## src/rtl/imem_boot_loader.sv

```systemverilog
// Boot loader: unpacks a length-prefixed, XOR-checked byte stream into 32-bit
// little-endian instruction-memory writes and releases the core once the image checks out.
module imem_boot_loader #(
    parameter int unsigned ADDR_W = 10
) (
    input  logic              clk,
    input  logic              rst,
    input  logic [7:0]        in_data,
    input  logic              in_valid,
    output logic              in_ready,
    input  logic              start,
    output logic              imem_we,
    output logic [ADDR_W-1:0] imem_addr,
    output logic [31:0]       imem_wdata,
    output logic              core_rst,
    output logic              done,
    output logic              error
);

    localparam int unsigned CNT_W = ADDR_W + 1;
    localparam int unsigned CAP   = 32'd1 << ADDR_W;

    typedef enum logic [2:0] {
        S_LEN_LO,
        S_LEN_HI,
        S_DATA,
        S_CHK,
        S_DONE,
        S_ERR
    } state_t;

    state_t           state;
    logic [15:0]      len;
    logic [CNT_W-1:0] word_cnt;
    logic [1:0]       byte_idx;
    logic [7:0]       chk;
    logic [23:0]      lanes;

    logic             xfer;
    logic [15:0]      new_len;
    logic             last_word;

    assign xfer      = in_valid & in_ready;
    assign new_len   = {in_data, len[7:0]};
    // word_cnt is one wider than the address so a full-memory image can be counted
    assign last_word = (32'(word_cnt) + 32'd1) == 32'(len);

    always_ff @(posedge clk) begin
        if (rst) begin
            state      <= S_LEN_LO;
            len        <= '0;
            word_cnt   <= '0;
            byte_idx   <= '0;
            chk        <= '0;
            lanes      <= '0;
            in_ready   <= 1'b1;
            imem_we    <= 1'b0;
            imem_addr  <= '0;
            imem_wdata <= '0;
            core_rst   <= 1'b1;
            done       <= 1'b0;
            error      <= 1'b0;
        end else begin
            imem_we <= 1'b0;
            case (state)
                S_LEN_LO: begin
                    if (xfer) begin
                        len[7:0] <= in_data;
                        state    <= S_LEN_HI;
                    end
                end
                S_LEN_HI: begin
                    if (xfer) begin
                        len[15:8] <= in_data;
                        if (32'(new_len) > CAP) begin
                            state    <= S_ERR;
                            error    <= 1'b1;
                            in_ready <= 1'b0;
                        end else if (new_len == 16'd0) begin
                            state <= S_CHK;
                        end else begin
                            state <= S_DATA;
                        end
                    end
                end
                S_DATA: begin
                    if (xfer) begin
                        chk      <= chk ^ in_data;
                        byte_idx <= byte_idx + 2'd1;
                        case (byte_idx)
                            2'd0:    lanes[7:0]   <= in_data;
                            2'd1:    lanes[15:8]  <= in_data;
                            2'd2:    lanes[23:16] <= in_data;
                            default: begin
                                imem_we    <= 1'b1;
                                imem_addr  <= word_cnt[ADDR_W-1:0];
                                imem_wdata <= {in_data, lanes};
                                word_cnt   <= word_cnt + CNT_W'(1);
                                if (last_word) begin
                                    state <= S_CHK;
                                end
                            end
                        endcase
                    end
                end
                S_CHK: begin
                    if (xfer) begin
                        in_ready <= 1'b0;
                        if (in_data == chk) begin
                            state    <= S_DONE;
                            done     <= 1'b1;
                            core_rst <= 1'b0;
                        end else begin
                            state <= S_ERR;
                            error <= 1'b1;
                        end
                    end
                end
                S_DONE, S_ERR: begin
                    // restart clears frame bookkeeping; memory contents are kept
                    if (start) begin
                        state    <= S_LEN_LO;
                        len      <= '0;
                        word_cnt <= '0;
                        byte_idx <= '0;
                        chk      <= '0;
                        in_ready <= 1'b1;
                        core_rst <= 1'b1;
                        done     <= 1'b0;
                        error    <= 1'b0;
                    end
                end
                default: begin
                    state <= S_LEN_LO;
                end
            endcase
        end
    end

endmodule

```

## config.mk

```make
export PLATFORM = sky130hd
export DESIGN_NAME = imem_boot_loader
export DESIGN_NICKNAME = d
export VERILOG_FILES = /design/src/rtl/imem_boot_loader.sv
export SDC_FILE = /design/constraint.sdc
export NUM_CORES = 1
export LEC_CHECK = 0
export BUFFER_PORTS_ARGS = -buffer_cell sky130_fd_sc_hd__buf_2
export CORE_MARGIN = 8
export CORE_UTILIZATION = 32
export CTS_CLUSTER_DIAMETER = 150
export DETAILED_ROUTE_END_ITERATION = 12
export SYNTH_ARGS = -nofsm -noshare
export SYNTH_HDL_FRONTEND = slang
export SYNTH_SLANG_ARGS = --single-unit
```

## constraint.sdc

```tcl
create_clock -name clk -period 2.3 [get_ports clk]
set_input_delay 0.46 -clock clk [delete_from_list [all_inputs] [get_ports clk]]
set_output_delay 0.46 -clock clk [all_outputs]
set_load 0.01 [all_outputs]
```

Yosys cells after proc, flatten, opt, wreduce, memory -nomap -nowiden
Cells that the tools add are included.

cells by class
  $add $sub $neg = 3
  order comparisons = 1
  equality and inequality tests = 19
  muxes and demuxes = 43
  bitwise logic cells = 5
  reduce and logical (&&, ||, !) cells = 23

operators by type and width
  operator                                                                count
  8-bit one-hot mux with 2 select lines                                   3
  11-bit two-way mux                                                      3
  3-bit two-way mux                                                       8
  8-bit two-way mux                                                       3
  11-bit one-hot mux with 2 select lines                                  1
  3-bit AND reduction                                                     7
  2-bit != test, second input constant                                    10
  12-bit by 16-bit equality test with 1-bit output                        1
  16-bit by 11-bit > comparator with 1-bit output, second input constant  1
  16-bit zero test                                                        1
  1-bit two-way mux                                                       16
  16-bit two-way mux                                                      1
  3-bit one-hot mux with 5 select lines                                   1
  11-bit by 1-bit adder with 12-bit output, second input constant         1
  11-bit by 1-bit adder with 11-bit output, second input constant         1
  8-bit equality test                                                     1
  4-bit AND reduction                                                     2
  2-bit nonzero test                                                      4
  8-bit XOR                                                               1
  7-bit AND reduction                                                     1
  3-bit by 2-bit equality test with 1-bit output, second input constant   2
  3-bit equality test, second input constant                              2
  1-bit one-hot mux with 3 select lines                                   2
  6-bit AND reduction                                                     1
  other kinds (15)                                                        20

word-level totals
  register bits after elaboration = 111
  input bits = 12
  output and inout bits = 47
  logic and storage cells = 110

Logic depth before layout (Yosys ltp)
  word-level depth = 6
  gate-level depth with buffers = 8
  depth with buffers taken out = 7

Worst setup path before layout
OpenSTA, ideal clock, no wires.

  kind = reg2reg
  from = register word_cnt[0]
  to = register state[0]
  library setup time = 0.059 ns
  data arrival time = 1.942 ns
  data required time = 2.241 ns
  slack = 0.299 ns
  stages on the path, launching flop included = 9
  path buffers = 1
  period minus slack after synthesis = 2.001 ns
  path through = dfxtp_1 -> ha_1 -> and3_4 -> and3_1 -> buf_6 -> xnor2_1 -> a2111o_1 -> o32ai_2 -> o211a_1

between the ends
  longest elaborated chain between the ends = 4

ends and longest elaborated chain
  item                                              RTL line  text
  start: declaration                                34        logic [CNT_W-1:0] word_cnt;
  start signal: assignment                          98        word_cnt <= word_cnt + CNT_W'(1);
  11-bit by 1-bit adder with 12-bit output          46        assign last_word = (32'(word_cnt) + 32'd1) == 32'(len);
  12-bit by 16-bit equality test with 1-bit output  46
  2-bit != test (no source line)                    -
  7-bit AND reduction (no source line)              -
  end signal: assignment                            50        state <= S_LEN_LO;
  end signal: assignment                            69        state <= S_LEN_HI;
  end signal: assignment                            76        state <= S_ERR;
  end: declaration                                  32        state_t state;

Every way passes these cells.
A chain may end at the register's enable or synchronous reset.

Final worst setup path
  from = register word_cnt[1]
  to = register state[0]

Same word-level chain as after synthesis.

==> flow_summary.json <==
{
  "coreArea_sq_um": 14980,
  "grt.overflow.total": 0,
  "nNetsFinal": 679,
  "synth_cell_types": 50,
  "met1Wirelength_um": 6373,
  "fp.dieArea_sq_um": 19220,
  "r2r_cells": 7,
  "fin_skew_ns": 0.009117,
  "run_status": "finished clean",
  "synthArstFlopShare_pct": 0,
  "path_class": "flop to flop",
  "cts_resized": 0,
  "dp_hpwl_um": 8507,
  "crit_fanout": 6,
  "min_path_type": "input port to flop",
  "antenna_cells": 0,
  "drv_slew": 0,
  "clock-root-buffer": "clkbuf_16",
  "slew-limit-headroom_pct": 65.42,
  "clk_latency_ns": 0.35,
  "clk_pin_slew_worst_paths_ns": 0.07,
  "wirelength_um": 12760,
  "grt_pass1_wl_um": 21200,
  "power.leakage_uw": 0.002047,
  "grt_max_degree": 111,
  "cts_setup_buffers": 0,
  "avgSynthCellArea_sq_um": 7.726,
  "crit_path_start": "word_cnt[1]$_SDFFE_PP0P_",
  "regArea_sq_um": 2223,
  "wl_met3_um": 665,
  "ys_seq_elements": 111,
  "cts_sinks": 111,
  "cts_buffer_depth": 2,
  "mappedNetlistNets": 640,
  "setup_viol": 0,
  "p_per_area_nw_per_um2": 686.0,
  "cap_violations": 0,
  "drt-wirelength-per-cell_um": 14.94,
  "setup_tns_ns": 0,
  "rsz0062_at_grt": "no",
  "worstMarginPinSlew_ns": 0.5186,
  "yosysWarnings": 0,
  "startpoint_type": "flop",
  "final_antenna_net_count": 0,
  "worst_slack_ns": 0.2178,
  "chipHeight_um": 138.6,
  "final.min_clock_period_ns": 2.082,
  "drtPass1Iterations": 5,
  "synth.yosys.seq_area_share_pct": 46.17,
  "portBuffers": 58,
  "min_period_over_period_pct": 90.53,
  "vias": 4269,
  "worstHoldPathCells": 3,
  "irDropWorstVdd_v": 0.0003596,
  "highest-signal-layer": "met4",
  "drc": 0,
  "postCtsHoldBufs": 0,
  "crit_required_ns": 2.60,
  "drt_iter0_markers": 325,
  "finalHoldViolCount": 0,
  "io_pins": 59,
  "synth_area_sq_um": 4813,
  "min-delay-start": "start",
  "drive_above_1_share_pct": 15.77,
  "nFillCells": 1604,
  "multi_input_comb_area_sq_um": 2310,
  "htree_levels": 3,
  "synth_edf_count": 0,
  "area_growth_pct": 16.14,
  "cts_tree": "yes",
  "die_x_um": 138.6,
  "via_per_inst": 4.999,
  "worstPathArrival_ns": 2.38,
  "met2_length_um": 5528,
  "cp-end-kind": "flop",
  "r2r-start": "word_cnt[1]$_SDFFE_PP0P_",
  "preCtsSetupSlack_ns": 0.1690,
  "numCtsBuffers": 9,
  "row_count": 45,
  "synth_top_flop_cell": "dfxtp_1",
  "grtUsageTotal_pct": 13.36,
  "start_util_pct": 32.14,
  "first_global_vias": 4056,
  "antenna_found_initial": 0,
  "synthCells": 623,
  "max_clock_freq_ghz": 0.4803,
  "gp_congestion": 0.8302
}
[logic make-up after synthesis]
kind of cell | count (synthesis) | synth area share (%)
AO/OA/AOI/OAI | 149 | 17.08
AND/OR/NAND/NOR | 277 | 26.15
adder cells (fa/ha/maj) | 5 | 1.300
buffers and inverters | 63 | 5.901
XOR/XNOR | 14 | 2.547
multiplexers | 4 | 0.8578
flip-flops | 111 | 46.17
[sequential cells by signal, indices dropped and copies added, names as in the netlist]
signal      count
error           1
state           3
imem_we         1
lanes          24
imem_addr      10
done            1
len            16
chk             8
word_cnt       11
core_rst        1
byte_idx        2
in_ready        1
imem_wdata     32
[worst paths after layout]
| check | to | slack (ns) |
|---|---|---|
| hold reg to reg | imem_wdata[10]$_SDFFE_PP0P_ | 0.45 |
| hold / removal | state[2]$_SDFFE_PP0P_ | 0.41 |
| setup reg to reg | state[0]$_SDFFE_PP0P_ | 0.22 |
| setup / recovery | state[0]$_SDFFE_PP0P_ | 0.22 |
[layer usage]
| layer | GRT usage, % | up-vias |
|---|---|---|
| met5 | 0 | - |
| met4 | 4.275 | 0 |
| met3 | 3.236 | 16 |
| met2 | 20.19 | 102 |
| met1 | 18.26 | 1963 |
| li1 | - | 2188 |
[where the power goes]
group	switching, uW	internal [uW]
sequential	36.7	1950
clock	688	893
combinational	169	96.3
[cell usage in the layout (no fill, tap or decap), types with 4 or more instances in the layout]
| master | n |
|---|---|
| nand2_1 | 147 |
| dfxtp_1 | 110 |
| a21oi_1 | 108 |
| buf_2 | 57 |
| nand3_1 | 51 |
| nor2_1 | 24 |
| buf_4 | 21 |
| o21ai_0 | 19 |
| inv_1 | 11 |
| xnor2_1 | 9 |
| clkbuf_16 | 9 |
| nor4_1 | 6 |
| or3_1 | 6 |
| nor3b_1 | 5 |
| nand3b_1 | 5 |
| nor3_1 | 5 |
| xor2_1 | 5 |
| ha_1 | 5 |
| and2_1 | 4 |
| and3_1 | 4 |
| nand2b_1 | 4 |
[area by class of cell]
| type | instances | area share (%) |
|---|---|---|
| Clock buffer | 11 | 4.521 |
| Clock inverter | 4 | 0.8057 |
| Inverter | 11 | 0.7386 |
| Multi-Input combinational cell | 449 | 41.32 |
| Sequential cell | 111 | 39.77 |
| Tap cell | 188 | 4.208 |
| Timing Repair Buffer | 80 | 8.639 |
[Yosys cell counts, types with 6 or more instances]
| cell | instances | area (sq um) |
|---|---|---|
| nand2_1 | 148 | 555.5 |
| dfxtp_1 | 111 | 2222 |
| a21oi_1 | 108 | 540.5 |
| nand3_1 | 51 | 255.2 |
| clkbuf_1 | 41 | 153.9 |
| nor2_1 | 24 | 90.09 |
| o21ai_0 | 19 | 95.09 |
| inv_1 | 11 | 41.29 |
| xnor2_1 | 9 | 78.83 |
| nor4_1 | 6 | 37.54 |
| or3_1 | 6 | 37.54 |
[critical path: stages (launching register included)]
cell and delay, ns:
dfxtp_1 0.39, ha_1 0.26, and3_4 0.23, and3_1 0.25
xnor2_1 0.09, a2111o_1 0.43, o32ai_2 0.21, o211a_1 0.17
[through the flow]
stage,total power (uW),hold slack [ns],cell area [sq um],utilization (%),instances
6_report,3835,0.4055,5590,37.33,854
5_1_grt,3991,0.4168,5590,37.33,854
4_1_cts,3883,0.3944,5589,37.32,854
3_5_place_dp,2297,0.4439,5291,35.33,839
3_3_place_gp,2299,0.4413,5291,35.33,839
2_1_floorplan,2202,0.4319,4813,-,623
Note: power is estimated with default switching activity, not from simulation.
